--- src/rtl/pkt_router.sv ---
// pkt_router: routes valid/ready flits to NUM_DST per-port FIFOs by header addr.
// Ports: clk, reset (async active-low), pkt_in/src_valid/src_ready in,
//   dst_valid/dst_ready/dst_type/dst_payload/dst_eop per port, err_drop pulse.
// Option: PKT_ROUTER_STATS_EN adds pkt_count (16-bit saturating eop pops/port).
module pkt_router #(
  parameter int NUM_DST    = 4,
  parameter int ADDR_W     = 2,
  parameter int TYPE_W     = 2,
  parameter int PAYLOAD_W  = 8,
  parameter int FIFO_DEPTH = 4,
  localparam int PKT_W = ADDR_W + TYPE_W + PAYLOAD_W + 1
) (
  input  logic                          clk,
  input  logic                          reset,
  input  logic [PKT_W-1:0]              pkt_in,
  input  logic                          src_valid,
  output logic                          src_ready,
  output logic [NUM_DST-1:0]            dst_valid,
  input  logic [NUM_DST-1:0]            dst_ready,
  output logic [NUM_DST*TYPE_W-1:0]     dst_type,
  output logic [NUM_DST*PAYLOAD_W-1:0]  dst_payload,
  output logic [NUM_DST-1:0]            dst_eop,
  output logic                          err_drop
`ifdef PKT_ROUTER_STATS_EN
  ,
  output logic [NUM_DST*16-1:0]         pkt_count
`endif
);

  localparam int ENT_W = TYPE_W + PAYLOAD_W + 1;
  localparam int PTR_W = $clog2(FIFO_DEPTH);
  localparam int CNT_W = PTR_W + 1;

  typedef enum logic [1:0] {
    IDLE  = 2'd0,
    ROUTE = 2'd1,
    DROP  = 2'd2
  } state_t;

  state_t state;
  logic [ADDR_W-1:0] lock_port;
  logic [ADDR_W-1:0] addr;
  logic [ADDR_W-1:0] cur_port;
  logic [ENT_W-1:0]  entry;
  logic legal;
  logic eop;
  logic xfer;
  logic sel_full;
  logic [NUM_DST-1:0] full;
  logic [NUM_DST-1:0] push;
  logic [NUM_DST-1:0] pop;

  assign addr     = pkt_in[PKT_W-1 -: ADDR_W];
  assign entry    = pkt_in[ENT_W-1:0];
  assign eop      = pkt_in[0];
  assign legal    = 32'(addr) < NUM_DST;
  assign cur_port = (state == ROUTE) ? lock_port : addr;
  assign xfer     = src_valid && src_ready;

  // Loop compare avoids indexing a NUM_DST array with a wider address.
  always_comb begin
    sel_full = 1'b0;
    for (int k = 0; k < NUM_DST; k++)
      if (cur_port == ADDR_W'(k))
        sel_full = full[k];
  end

  always_comb begin
    src_ready = 1'b0;
    if (reset) begin
      unique case (state)
        IDLE:    src_ready = !legal || !sel_full;
        ROUTE:   src_ready = !sel_full;
        default: src_ready = 1'b1;
      endcase
    end
  end

  always_comb begin
    push = '0;
    for (int k = 0; k < NUM_DST; k++)
      push[k] = xfer
             && (cur_port == ADDR_W'(k))
             && (state == ROUTE
                 || (state == IDLE && legal));
  end

  always_ff @(posedge clk or negedge reset) begin
    if (!reset) begin
      state     <= IDLE;
      lock_port <= '0;
      err_drop  <= 1'b0;
    end else begin
      err_drop <= xfer && state == IDLE && !legal;
      if (xfer) begin
        unique case (state)
          IDLE: begin
            if (!eop) begin
              state     <= legal ? ROUTE : DROP;
              lock_port <= legal ? addr : lock_port;
            end
          end
          ROUTE, DROP: begin
            if (eop) state <= IDLE;
          end
          default: state <= IDLE;
        endcase
      end
    end
  end

  for (genvar k = 0; k < NUM_DST; k++) begin : g_fifo
    logic [ENT_W-1:0] mem [FIFO_DEPTH];
    logic [PTR_W-1:0] wr_ptr;
    logic [PTR_W-1:0] rd_ptr;
    logic [CNT_W-1:0] count;
    logic [ENT_W-1:0] head;

    assign full[k]      = count == CNT_W'(FIFO_DEPTH);
    assign dst_valid[k] = count != '0;
    assign pop[k]       = dst_valid[k] && dst_ready[k];
    // Masked so idle ports (and reset) present zeros.
    assign head = dst_valid[k] ? mem[rd_ptr] : '0;

    assign dst_type[k*TYPE_W +: TYPE_W] =
      head[ENT_W-1 -: TYPE_W];
    assign dst_payload[k*PAYLOAD_W +: PAYLOAD_W] =
      head[PAYLOAD_W:1];
    assign dst_eop[k] = head[0];

    always_ff @(posedge clk) begin
      if (push[k]) mem[wr_ptr] <= entry;
    end

    always_ff @(posedge clk or negedge reset) begin
      if (!reset) begin
        wr_ptr <= '0;
        rd_ptr <= '0;
        count  <= '0;
      end else begin
        if (push[k]) wr_ptr <= wr_ptr + 1'b1;
        if (pop[k])  rd_ptr <= rd_ptr + 1'b1;
        unique case ({push[k], pop[k]})
          2'b10:   count <= count + CNT_W'(1);
          2'b01:   count <= count - CNT_W'(1);
          default: count <= count;
        endcase
      end
    end

`ifdef PKT_ROUTER_STATS_EN
    logic [15:0] cnt;

    always_ff @(posedge clk or negedge reset) begin
      if (!reset)
        cnt <= '0;
      else if (pop[k] && head[0] && cnt != 16'hFFFF)
        cnt <= cnt + 16'd1;
    end

    assign pkt_count[k*16 +: 16] = cnt;
`endif
  end

endmodule

--- config.mk ---
export PLATFORM = sky130hd
export DESIGN_NAME = pkt_router
export DESIGN_NICKNAME = d
export VERILOG_FILES = /design/src/rtl/pkt_router.sv
export SDC_FILE = /design/constraint.sdc
export NUM_CORES = 1
export LEC_CHECK = 0
export ABC_AREA = 1
export CORE_MARGIN = 4
export CORE_UTILIZATION = 55
export DETAILED_ROUTE_END_ITERATION = 8
export PLACE_DENSITY = 0.78
export SETUP_SLACK_MARGIN = 0.4
export SYNTH_ARGS = -nofsm -noshare
export SYNTH_HDL_FRONTEND = slang
export SYNTH_SLANG_ARGS = --single-unit
export TNS_END_PERCENT = 30
--- constraint.sdc ---
create_clock -name clk -period 4.25 [get_ports clk]
set_clock_uncertainty 0.15 [all_clocks]
set_input_delay 0.6375 -clock clk [delete_from_list [all_inputs] [get_ports clk]]
set_output_delay 0.6375 -clock clk [all_outputs]
set_load 0.02 [all_outputs]
Word-level counts from Yosys, hierarchy flattened
Memory sizes are Yosys's and may differ from the RTL's.
Cells that the tools add are included.
{"block": "totals", "regBits": 32, "mem_bits_rw": 176, "in_bits": 20, "output_inout_bits": 50, "memories": 4}
{"block": "classes", "addsub": 16, "n_eq_ne": 19, "n_mux": 26, "bitwise": 1, "reduce_logical": 29}
{"memory": "g_fifo[0].mem", "depth": 4, "word_bits": 11, "rd": 1, "rd_ports_with_merged_regs": 0, "wr": 1, "line_no": "113", "text": "logic [ENT_W-1:0] mem [FIFO_DEPTH];"}
{"memory": "g_fifo[1].mem", "depth": 4, "word_bits": 11, "rd": 1, "rd_ports_with_merged_regs": 0, "wr": 1, "line_no": "113"}
{"memory": "g_fifo[2].mem", "depth": 4, "word_bits": 11, "rd": 1, "rd_ports_with_merged_regs": 0, "wr": 1, "line_no": "113"}
{"memory": "g_fifo[3].mem", "depth": 4, "word_bits": 11, "rd": 1, "rd_ports_with_merged_regs": 0, "wr": 1, "line_no": "113"}
{"cell": "two-way mux 11 bit", "count": 4}
{"cell": "case mux 3 bit (2 select lines)", "count": 4}
{"cell": "adder 2 x 1 -> 2 bit (second input constant)", "count": 8}
{"cell": "== test 2 bit (second input constant)", "count": 7}
{"cell": "two-way mux 1 bit", "count": 14}
{"cell": "logical AND 1 bit", "count": 13}
{"cell": "adder 3 x 1 -> 3 bit (second input constant)", "count": 4}
{"cell": "== test 2 x 1 -> 1 bit (second input constant)", "count": 6}
{"cell": "== test 3 bit (second input constant)", "count": 4}
{"cell": "nonzero test 3 bit", "count": 4}
{"cell": "subtractor 3 x 1 -> 3 bit (second input constant)", "count": 4}
{"cell": "nonzero test 2 bit", "count": 4}
{"cell": "two-way mux 2 bit", "count": 3}
{"cell": "AND reduction 3 bit", "count": 2}
{"cell": "zero test 2 bit", "count": 2}
{"cell": "!= test 2 bit (second input constant)", "count": 2}
{"cell": "case mux 2 bit (2 select lines)", "count": 1}
{"cell": "OR reduction 2 bit", "count": 2}
{"cell": "zero test 1 bit", "count": 1}
{"cell": "logical OR 1 bit", "count": 1}
{"cell": "inverter 1 bit", "count": 1}

Longest topological paths before layout
{"block": "logic_depth", "word_depth": 15, "mapped_depth": 13}

Least setup slack after synthesis
No wires, ideal clock.
{"block": "synth_timing", "kind": "in2reg", "from": "input port pkt_in[11]", "to": "register g_fifo[0].count[2]", "setup_time_ns": 0.131, "arrival_time_ns": 2.191, "setup_slack_ns": 1.778, "path_stages": 13, "path_buffers": 0, "path_cell_list": "inv_1 nand2_1 nand2_2 nand3_1 nand3_1 nor3_4 nand2_1 ha_1 inv_1 fa_1 a21oi_1 o21ai_0 xor2_1"}
{"block": "synth_via", "elab_chain_cells": 14, "word_cells_on_any_way": 19}
{"item": "start, declared", "line_no": "15", "text": "input logic [PKT_W-1:0] pkt_in,"}
{"item": "two-way mux 2 bit (*)", "line_no": "57", "text": "assign cur_port = (state == ROUTE) ? lock_port : addr;"}
{"item": "zero test 2 bit", "line_no": "64, 83"}
{"item": "two-way mux 1 bit (4 in series)", "line_no": "64", "text": "if (cur_port == ADDR_W'(k))"}
{"item": "zero test 1 bit", "line_no": "72, 73"}
{"item": "two-way mux 1 bit"}
{"item": "two-way mux 1 bit", "line_no": "70", "text": "if (reset) begin"}
{"item": "logical AND 1 bit", "line_no": "58", "text": "assign xfer = src_valid && src_ready;"}
{"item": "logical AND 1 bit (*)", "line_no": "83", "text": "&& (cur_port == ADDR_W'(k))"}
{"item": "logical AND 1 bit (*)", "line_no": "84", "text": "&& (state == ROUTE"}
{"item": "== test 2 x 1 -> 1 bit or == test 2 bit (tied branches)", "line_no": "143", "text": "unique case ({push[k], pop[k]})"}
{"item": "case mux 3 bit (2 select lines) or nonzero test 2 bit (tied branches)"}
{"item": "end signal, assigned", "line_no": "144", "text": "2'b10: count <= count + CNT_W'(1);"}
{"item": "end signal, assigned", "line_no": "145", "text": "2'b01: count <= count - CNT_W'(1);"}
{"item": "end signal, assigned", "line_no": "146", "text": "default: count <= count;"}
{"item": "end, declared", "line_no": "116", "text": "logic [CNT_W-1:0] count;"}
Every way passes the cells marked *; elsewhere a longest branch is shown, timed or not.
A chain may end at the register's enable or synchronous reset.

Final worst setup path
{"block": "layout_timing", "from": "register g_fifo[3].rd_ptr[0]", "to": "output port dst_payload[28]"}
{"block": "layout_via", "elab_chain_cells": 2}
{"item": "start, declared", "line_no": "115", "text": "logic [PTR_W-1:0] rd_ptr;"}
{"item": "start signal, assigned", "line_no": "142", "text": "if (pop[k]) rd_ptr <= rd_ptr + 1'b1;"}
{"item": "memory (4 x 11 bit)"}
{"item": "two-way mux 11 bit", "line_no": "123", "text": "assign head = dst_valid[k] ? mem[rd_ptr] : '0;"}
{"item": "end, declared", "line_no": "21", "text": "output logic [NUM_DST*PAYLOAD_W-1:0] dst_payload,"}
No other way between the ends.

==> flow_metrics.tcl <==
set metrics [dict create \
    pin_count 70 \
    hp-start "g_fifo[2].count[0]" \
    status "finished, final reports clean" \
    cpMaxStageDelayCell "dfrtp_1" \
    hp-class "reg -> reg" \
    grt_max_degree 32 \
    critical_path_class "reg -> out" \
    end_kind "primary output" \
    synth_ff_type "edfxtp_1" \
    p_per_area_mw_per_mm2 718 \
    track_usage_pct 20.3 \
    portBuffers 68 \
    yosys-top-cells-count "nor2_1 (216), edfxtp_1 (176), o21ai_0 (97), inv_1 (66), nand2_1 (53)" \
    grt_pass1_vias 5699 \
    period_needed_ps 3700 \
    worst_pin_slew_ps 946 \
    irDropWorstVdd_mv 0.433 \
    rrSetupSlack_ps 1490 \
    synth_xor_xnor_area_share_pct 1.21 \
    power_leakage_uw 0.00385 \
    arrival_ps 2920 \
    intPower_uw 4640 \
    synthMuxAreaShare_pct 0 \
    netlist_top_cells_area "edfxtp_1 (61%), nor2_1 (9.3%), dfrtp_1 (8.9%), o21ai_0 (5.6%), ha_1 (2.9%)" \
    clk_latency_ps 480 \
    drt-initial-drc-count 531 \
    n_fill_cell 1071 \
    initial_core_util_pct 56.7 \
    holdWs_ps 341 \
    p_seq_share_pct 37.0 \
    slew_headroom_pct 36.7 \
    synth_top_cell_by_area "edfxtp_1" \
    syn-num-nets 816 \
    synth_fa_ha_area_share_pct 3.79 \
    hold_depth 1 \
    worst-r2r-cell-count 11 \
    maxCapViolations 0 \
    die_h_um 134 \
    cp_max_fo 24 \
    min_to "g_fifo[2].count[0]" \
    path_clk_slew_ps 60 \
    synth-edff-count 176 \
    synth_top_family_by_area "simple AND/OR/NAND/NOR gates" \
    setup_viol 0 \
    rsz0062_at_grt "yes" \
    cts_tree "done" \
    numCtsBuffers 20 \
    drv_slew 0 \
    grt_first_pass_wirelength_um 28900 \
    via_per_inst 5.32 \
    period_share_pct 87.2 \
    hpwl_um 11500 \
    synth-seq-cells 207 \
    cts_max_level 1 \
    num_rows 45 \
    die_area_mm2 0.0179 \
    post-synth-top-count-cell "nor2_1" \
    postCtsHoldBufs 0 \
    path_delay_family "buffers and inverters" \
    synth_top_area_share_pct 60.7 \
    avgRoutedWirePerCell_um 16.8 \
    gp_congestion 0.857 \
    ys.warnings.count 0 \
    synth_cells 772 \
    regToRegEndpoint "g_fifo[1].count[1]" \
    fin_tns_setup_ps 0 \
    clockRootBuffer "clkbuf_16" \
    num_antenna_cells 0 \
    crit_required_ps 3460 \
    grt_overflow_total 0 \
    place_inst 1043 \
    pwr-share-clk_pct 22.2 \
    synth_area_mm2 0.00871 \
    post-route-drc-count 0 \
    p_sw_uw 2770 \
    drive_gt1_share_pct 5.88 \
    async_reset_ff_share_pct 15.0 \
    p_comb_share_pct 40.8 \
    nNetsFinal 898 \
    switching_share_pct 37.4 \
    r2r_start "state[0]" \
    hold_violations 0 \
    timing.fmax_ghz 0.270 \
    post_cts_buffers 0 \
    path_cells "inv_1, o21ai_0, a21oi_1, clkdlybuf4s50_1" \
    area_growth_pct 18.4 \
    dr.pass1.iters 6 \
    antenna_found_initial 0 \
    avgSynthCellArea_um2 11.3 \
    route.final.wire_length_um 18100 \
    worst-path-buf-inv 2 \
    synth-seq-area-share_pct 69.6 \
    die_w_um 134 \
    crit_start "g_fifo[3].rd_ptr[0]" \
    synth-simple-area-share_pct 12.9 \
    synth_compound_area_share_pct 8.33 \
    clock_sinks 207 \
    core_mm2 0.0154 \
    slowest_delay_ps 860 \
    cts.path.max_buffers 3 \
    layout.cells.non_filler 1079 \
    ant_nets 0 \
    synth_cell_type_count 22 \
    vias 5735 \
    start_kind "flip-flop" \
]
placed cells by master, fill, tap and decap left out:
master,count
buf_4,21
nand2_2,4
nand4_1,3
conb_1,1
xor2_1,8
a21oi_1,48
dfrtp_2,1
clkbuf_16,21
inv_1,66
ha_1,20
clkbuf_1,9
dfrtp_1,30
inv_2,1
nor3_1,4
xnor2_1,4
edfxtp_1,176
nand3_1,5
o21ai_0,97
fa_1,4
nor3_4,1
nor2_2,1
nor2_1,216
bufinv_16,1
clkinv_1,5
nand2_1,53
clkdlybuf4s50_1,68
flip-flops by register name, summed over array words and instances, names as in the netlist:
signal         count
state              1
g_fifo.rd_ptr      8
g_fifo.count      12
lock_port          2
g_fifo.mem       176
g_fifo.wr_ptr      8
cells by family after synthesis:
| group | count (synthesis) |
|---|---|
| other | 1 |
| AND/OR/NAND/NOR | 287 |
| AO/OA/AOI/OAI | 145 |
| XOR/XNOR | 12 |
| adder cells (fa/ha/maj) | 24 |
| buffers and inverters | 96 |
| flip-flops | 207 |
power by group through the flow:
stage / Sequential, µW / Combinational [µW] / Clock (µW)
after floorplan: 2610 / 1940 / 0
after global placement: 2750 / 2890 / 0
after detailed placement: 2770 / 3000 / 0
after CTS: 2730 / 3040 / 1660
after global routing: 2770 / 3330 / 1760
final: 2740 / 3020 / 1640
what timing repair did:
| item | 4_1_cts | 5_1_grt |
|---|---|---|
| gates resized for setup | 0 | 1 |
| setup endpoints to repair | 0 | 3 |
| hold endpoints to repair | 0 | 0 |
how the worst max path moves through the flow:
stage                         end  slack, ps  cells after the start
2_1_floorplan  g_fifo[0].count[2]       1780                     13
3_3_place_gp   g_fifo[2].count[1]       1080                     12
3_5_place_dp   g_fifo[1].count[1]        860                     12
4_1_cts            dst_payload[4]        550                      4
5_1_grt           dst_payload[28]        400                      4
6_report          dst_payload[28]        550                      4
cell type report:
class                   instances  area (µm²)  area share (%)
flip-flops and latches        207        6060            58.8
multi-input cells             469        2290            22.2
repair buffers                 89         838            8.13
clock buffers                  30         559            5.42
well taps                     211         264            2.56
inverters                      67         251            2.44
clock inverters                 6        48.8           0.473
stage by stage:
| step | util [%] | total power (µW) | cell area, µm² | worst slack [ps] |
|---|---|---|---|---|
| 2_1_floorplan | - | 4550 | 8710 | 1780 |
| 3_3_place_gp | 63.1 | 5640 | 9700 | 1080 |
| 3_5_place_dp | 63.1 | 5780 | 9700 | 861 |
| 4_1_cts | 67.1 | 7430 | 10300 | 547 |
| 5_1_grt | 67.1 | 7860 | 10300 | 396 |
| 6_report | 67.1 | 7410 | 10300 | 545 |
routing by layer:
| metal | vias up | global-route usage (%) | share of wire [%] | routed length (µm) |
|---|---|---|---|---|
| met4 | 0 | 6.74 | 2.8 | 511 |
| met2 | 192 | 35.4 | 50 | 9010 |
| met5 | - | 0 | 0 | 0 |
| met1 | 2735 | 26.8 | 42 | 7650 |
| met3 | 44 | 2.44 | 5.1 | 931 |
| li1 | 2764 | - | - | - |
No activity file was read; power rests on OpenSTA's default activity.
==> RTL change 1 (config.mk and constraints unchanged) <==
The option `PKT_ROUTER_STATS_EN` is turned on by a define.
--- a/src/rtl/pkt_router.sv
+++ b/src/rtl/pkt_router.sv
@@ -4,2 +4,4 @@
 // Option: PKT_ROUTER_STATS_EN adds pkt_count (16-bit saturating eop pops/port).
+`define PKT_ROUTER_STATS_EN
+
 module pkt_router #(
Behaviour (old outputs only; new: pkt_count): unchanged (equiv_simple and equiv_induct, registers matched by name and starting in step).
==> RTL change 1 against the unedited design <==
  * Setup slack better by 0.18 ns
  * Design area rose by 44%
  * Critical path depth up 1
  * Sequential share of layout area shrank 7.3 points
  * Total power is 37% higher
  * Wire length rose by 53%
  * Combinational power up 35%
  * Sequential power grew 31%
  * Fmax increased by 5.2%
  * Area after synthesis increased by 41%
  * Sequential cell count increased by 64
==> RTL change 1: results (changes against the unedited design) <==
largest cells by area after synthesis = edfxtp_1, dfrtp_1, nor2_1
WL/cell = 16.5 um (-1.7%)
status = completed
vias in the first global route = 8628 (+51%)
asr flop ratio synth = 35.1% (+20 points)
Critical-path top delay cell = clkdlybuf4s50_1
fin crit period = 3.52 ns (-0.182 ns)
slowest cell delay on critical path = 0.68 ns (-0.18 ns)
Placed Cells = 1623 (+56%)
complex-gate fraction of the synthesized area = 7.26% (-1.1 points)
hold crit path type = primary input to async pin
PortBufs = 132 (+94%)
final RePlAce weighted congestion = 0.871 (+1.7%)
worst rel slew slack = 34.0% (-2.7 points)
Netlist cell types = 36 (+64%)
WHS = 0.111 ns (-0.231 ns)
GRT Overall Usage = 22.1% (+1.8 points)
Mapped Nets = 1279 (+57%)
grt met3 use = 2.91% (+0.48 points)
internal power = 6280 uW (+35%)
Setup crit end = dst_payload[23]
drt first pass iters = 5 (-1)
vias per cell = 5.26 (-0.97%)
VDD IR-drop max = 0.599 mV (+38%)
largest registers = g_fifo.mem (176), g_fifo.cnt (64), g_fifo.count (12)
static leakage = 0.00594 uW (+54%)
first-pass GRT wire length = 43900 um (+52%)
Worst-path clk slew = 0.06 ns (about the same)
Avg Cell Area, Syn = 9.99 sq um (-11%)
Finished Layout Cells = 1676 (+55%)
synthesis-to-finish area growth = 21.0%
hpwl dp = 18000 um (+57%)
Post-Place Worst Slack = 0.781 ns (-0.0795 ns)
M2 GR Usage = 35.9% (+0.46 points)
Worst-Skew Late Latency = 0.55 ns (+0.07 ns)
wire length on met3 = 1710 um (+84%)
xor/xnor cell area share of the yosys netlist = 4.70% (+3.5 points)
wire length on met2 = 13000 um (+44%)
Seq/Total Area, Yosys = 62.3% (-7.3 points)
reg2reg end = g_fifo[0].count[1]$_DFFE_PN0P_
# fillers = 1643 (+53%)
Worst Path Arrival = 2.74 ns (-0.18 ns)
largest net degree at the start of global routing = 51 (+59%)
share of layout cells above drive strength 1 = 5.59% (-0.29 points)
starting DRC count in detailed routing = 804 (+51%)
dpl cell area = 13900 sq um (+44%)
CTS Buf Count = 29 (+45%)
NumNets Final = 1422 (+58%)
FF-to-FF path depth = 10 (-1)
initial antenna violation count = 0 (unchanged)
flop2flop setup slack = 1.44 ns (-0.05 ns)
[RTL change 1: cell count changes in the layout (fill, tap and decap cells not counted), moves of 6 or more]
cell | unedited run | this run
clkdlybuf4s50_1 | 68 | 131
nand4_1 | 3 | 9
nor3_1 | 4 | 16
o21ai_0 | 97 | 121
nand3_1 | 5 | 36
xor2_1 | 8 | 41
nand2_1 | 53 | 211
clkbuf_16 | 21 | 29
nor2_1 | 216 | 254
dfrtp_1 | 30 | 94
clkinv_2 | 0 | 6
inv_1 | 66 | 107
xnor2_1 | 4 | 25
[RTL change 1: area by class of cell]
class,instances,area share [%]
clock buffers,38,5.24
clock inverters,15,1.13
inverters,109,2.77
multi-input cells,813,27.2
flip-flops and latches,271,51.5
well taps,280,2.35
repair buffers,150,9.77
[RTL change 1: power by group through the flow]
stage	registers, uW	clock network (uW)	logic (uW)
global placement	3640	0	3990
CTS	3600	2520	4090
floorplan	3670	0	2400
detailed placement	3650	0	4060
global route	3660	2650	4500
finish	3600	2490	4070
==> RTL change 2 (same flow settings) <==
Without the edit above. The 3 states of `state_t` get a one-hot encoding in 3 bits.
--- a/src/rtl/pkt_router.sv
+++ b/src/rtl/pkt_router.sv
@@ -33,6 +33,6 @@
 
-  typedef enum logic [1:0] {
-    IDLE  = 2'd0,
-    ROUTE = 2'd1,
-    DROP  = 2'd2
+  typedef enum logic [2:0] {
+    IDLE  = 3'b001,
+    ROUTE = 3'b010,
+    DROP  = 3'b100
   } state_t;
Formal check against the unedited RTL: same outputs for any inputs over 4 cycles, from zero or initial values and one cycle with reset low; so few cycles prove little.
==> RTL change 2 against the unedited design <==
  * Area after synthesis grew 3.8%
  * Global-route usage is 0.30 points lower
  * Count of clock-buffer cells in the layout increased by 1
  * Die area rose by 3.5%
  * Critical path depth unchanged
  * Via count hardly changed
  * Wire length is 0.74% higher
  * Design area rose by 2.4%
  * Sequential cell count is 1 higher
  * Setup slack improved by 0.26 ns
  * Total power rose by 2.1%
  * Sequential power shrank 3%
  * Critical endpoint is now dst_payload[19]
==> RTL change 2: results (changes against the unedited design) <==
Mapped Nets = 829 (+1.6%)
drt first pass iters = 4 (-2)
vias per cell = 5.30 (-0.26%)
Synth Area in Adders = 3.93% (+0.14 points)
asr flop ratio synth = 15.4% (+0.41 points)
VDD IR-drop max = 0.496 mV (+14%)
Worst Path Arrival = 2.66 ns (-0.26 ns)
hold crit path type = primary input to async pin
WL/cell = 16.9 um (+0.46%)
Syn Inst Count = 783 (+1.4%)
share of layout cells above drive strength 1 = 9.71% (+3.8 points)
WHS = 0.119 ns (-0.222 ns)
complex-gate fraction of the synthesized area = 8.13% (-0.21 points)
fin crit period = 3.45 ns (-0.257 ns)
starting DRC count in detailed routing = 437 (-18%)
Seq/Total Area, Yosys = 67.3% (-2.2 points)
CTS Buf Count = 21 (+5.0%)
Finished Layout Cells = 1082 (+0.28%)
Critical-path top delay cell = clkdlybuf4s50_1
Placed Cells = 1044 (+0.096%)
Post-Place Worst Slack = 0.876 ns (+0.0154 ns)
Worst-Skew Late Latency = 0.48 ns (about the same)
largest cells by area after synthesis = edfxtp_1, dfrtp_1, nor2_1
final RePlAce weighted congestion = 0.806 (-5.9%)
post-synthesis mux area share = 0% (unchanged)
Setup crit end = dst_payload[19]
crit-path max FO = 23 (-4.2%)
Multi-input gate area = 2580 sq um (+13%)
flop2flop setup slack = 1.30 ns (-0.19 ns)
worst rel slew slack = 41.7% (+4.9 points)
GRT Overall Usage = 20.0% (-0.30 points)
largest net degree at the start of global routing = 39 (+22%)
largest registers = g_fifo.mem (176), g_fifo.count (12)
# fillers = 1225 (+14%)
slowest cell delay on critical path = 0.64 ns (-0.22 ns)
vias in the first global route = 5484 (-3.8%)
crit path from = g_fifo[2].rd_ptr[0]$_DFFE_PN0P_
static leakage = 0.00384 uW (-0.21%)
first-pass GRT wire length = 28500 um (-1.2%)
FF-to-FF path depth = 15 (+4)
worst r2r src = state[0]$_DFFE_PN1P_
xor/xnor cell area share of the yosys netlist = 1.16% (-0.044 points)
NumNets Final = 897 (-0.11%)
synth cell count leaders = nor2_1, edfxtp_1, o21ai_0
Setup Viol. Count Final = 0 (unchanged)
clk root buf = clkbuf_16
reg2reg end = g_fifo[2].count[2]$_DFFE_PN0P_
number of synthesized flops with an enable pin = 176 (unchanged)
hpwl dp = 11100 um (-3.3%)
dpl cell area = 9920 sq um (+2.3%)
status = completed
# H-tree levels = 1 (unchanged)
Netlist cell types = 33 (+50%)
initial antenna violation count = 1 (+1)
==> RTL change 2: cell types whose count changed in the layout (fill, tap and decap cells not counted), sizes merged, moves of 2 or more <==
cell,delta
clkdlybuf4s50,-2
inv,-4
nor2,-5
nand4,+15
xnor2,+3
nand3,+2
ha,+2
nor3,+3
nand2,-8
xor2,-3
buf,-11
==> RTL change 2: power by group <==
group	internal [uW]	switching, uW
logic	1300	1910
clock network	1010	697
registers	2420	237
==> RTL change 2: critical path: cells and delay by family, from the launching register on <==
kind,cells,cell delay (ns)
buffers and inverters,2,1.16
AOI/OAI and AO/OA,2,0.51
DFF,1,0.50
==> RTL change 2: cells by family after synthesis <==
family,count (synthesis)
XOR/XNOR,12
other,1
flip-flops,208
AND/OR/NAND/NOR,295
AO/OA/AOI/OAI,146
buffers and inverters,95
adder cells (fa/ha/maj),26
==> RTL change 2: what timing repair did <==
item	4_1_cts	5_1_grt
endpoints found under the setup margin	0	1
gates resized for setup	0	1
hold endpoints to repair	0	0
setup buffers	0	0
==> RTL change 2: layout make-up <==
type	count	share of cell area, %
Clock buffer	31	5.52
Antenna cell	1	0.0237
Tap cell	216	2.56
Clock inverter	6	0.498
Timing Repair Buffer	77	7.06
Sequential cell	208	57.6
Multi-Input combinational cell	480	24.5
Inverter	63	2.24
==> RTL change 2: layer usage <==
metal | GRT usage (%) | wire length, um | up-vias | share of wire, %
met4 | 6.05 | 481 | 0 | 2.6
li1 | - | - | 2820 | -
met3 | 3.33 | 1080 | 34 | 5.9
met2 | 33.6 | 8730 | 151 | 48
met5 | 0 | 0 | - | 0
met1 | 27.1 | 7940 | 2731 | 44
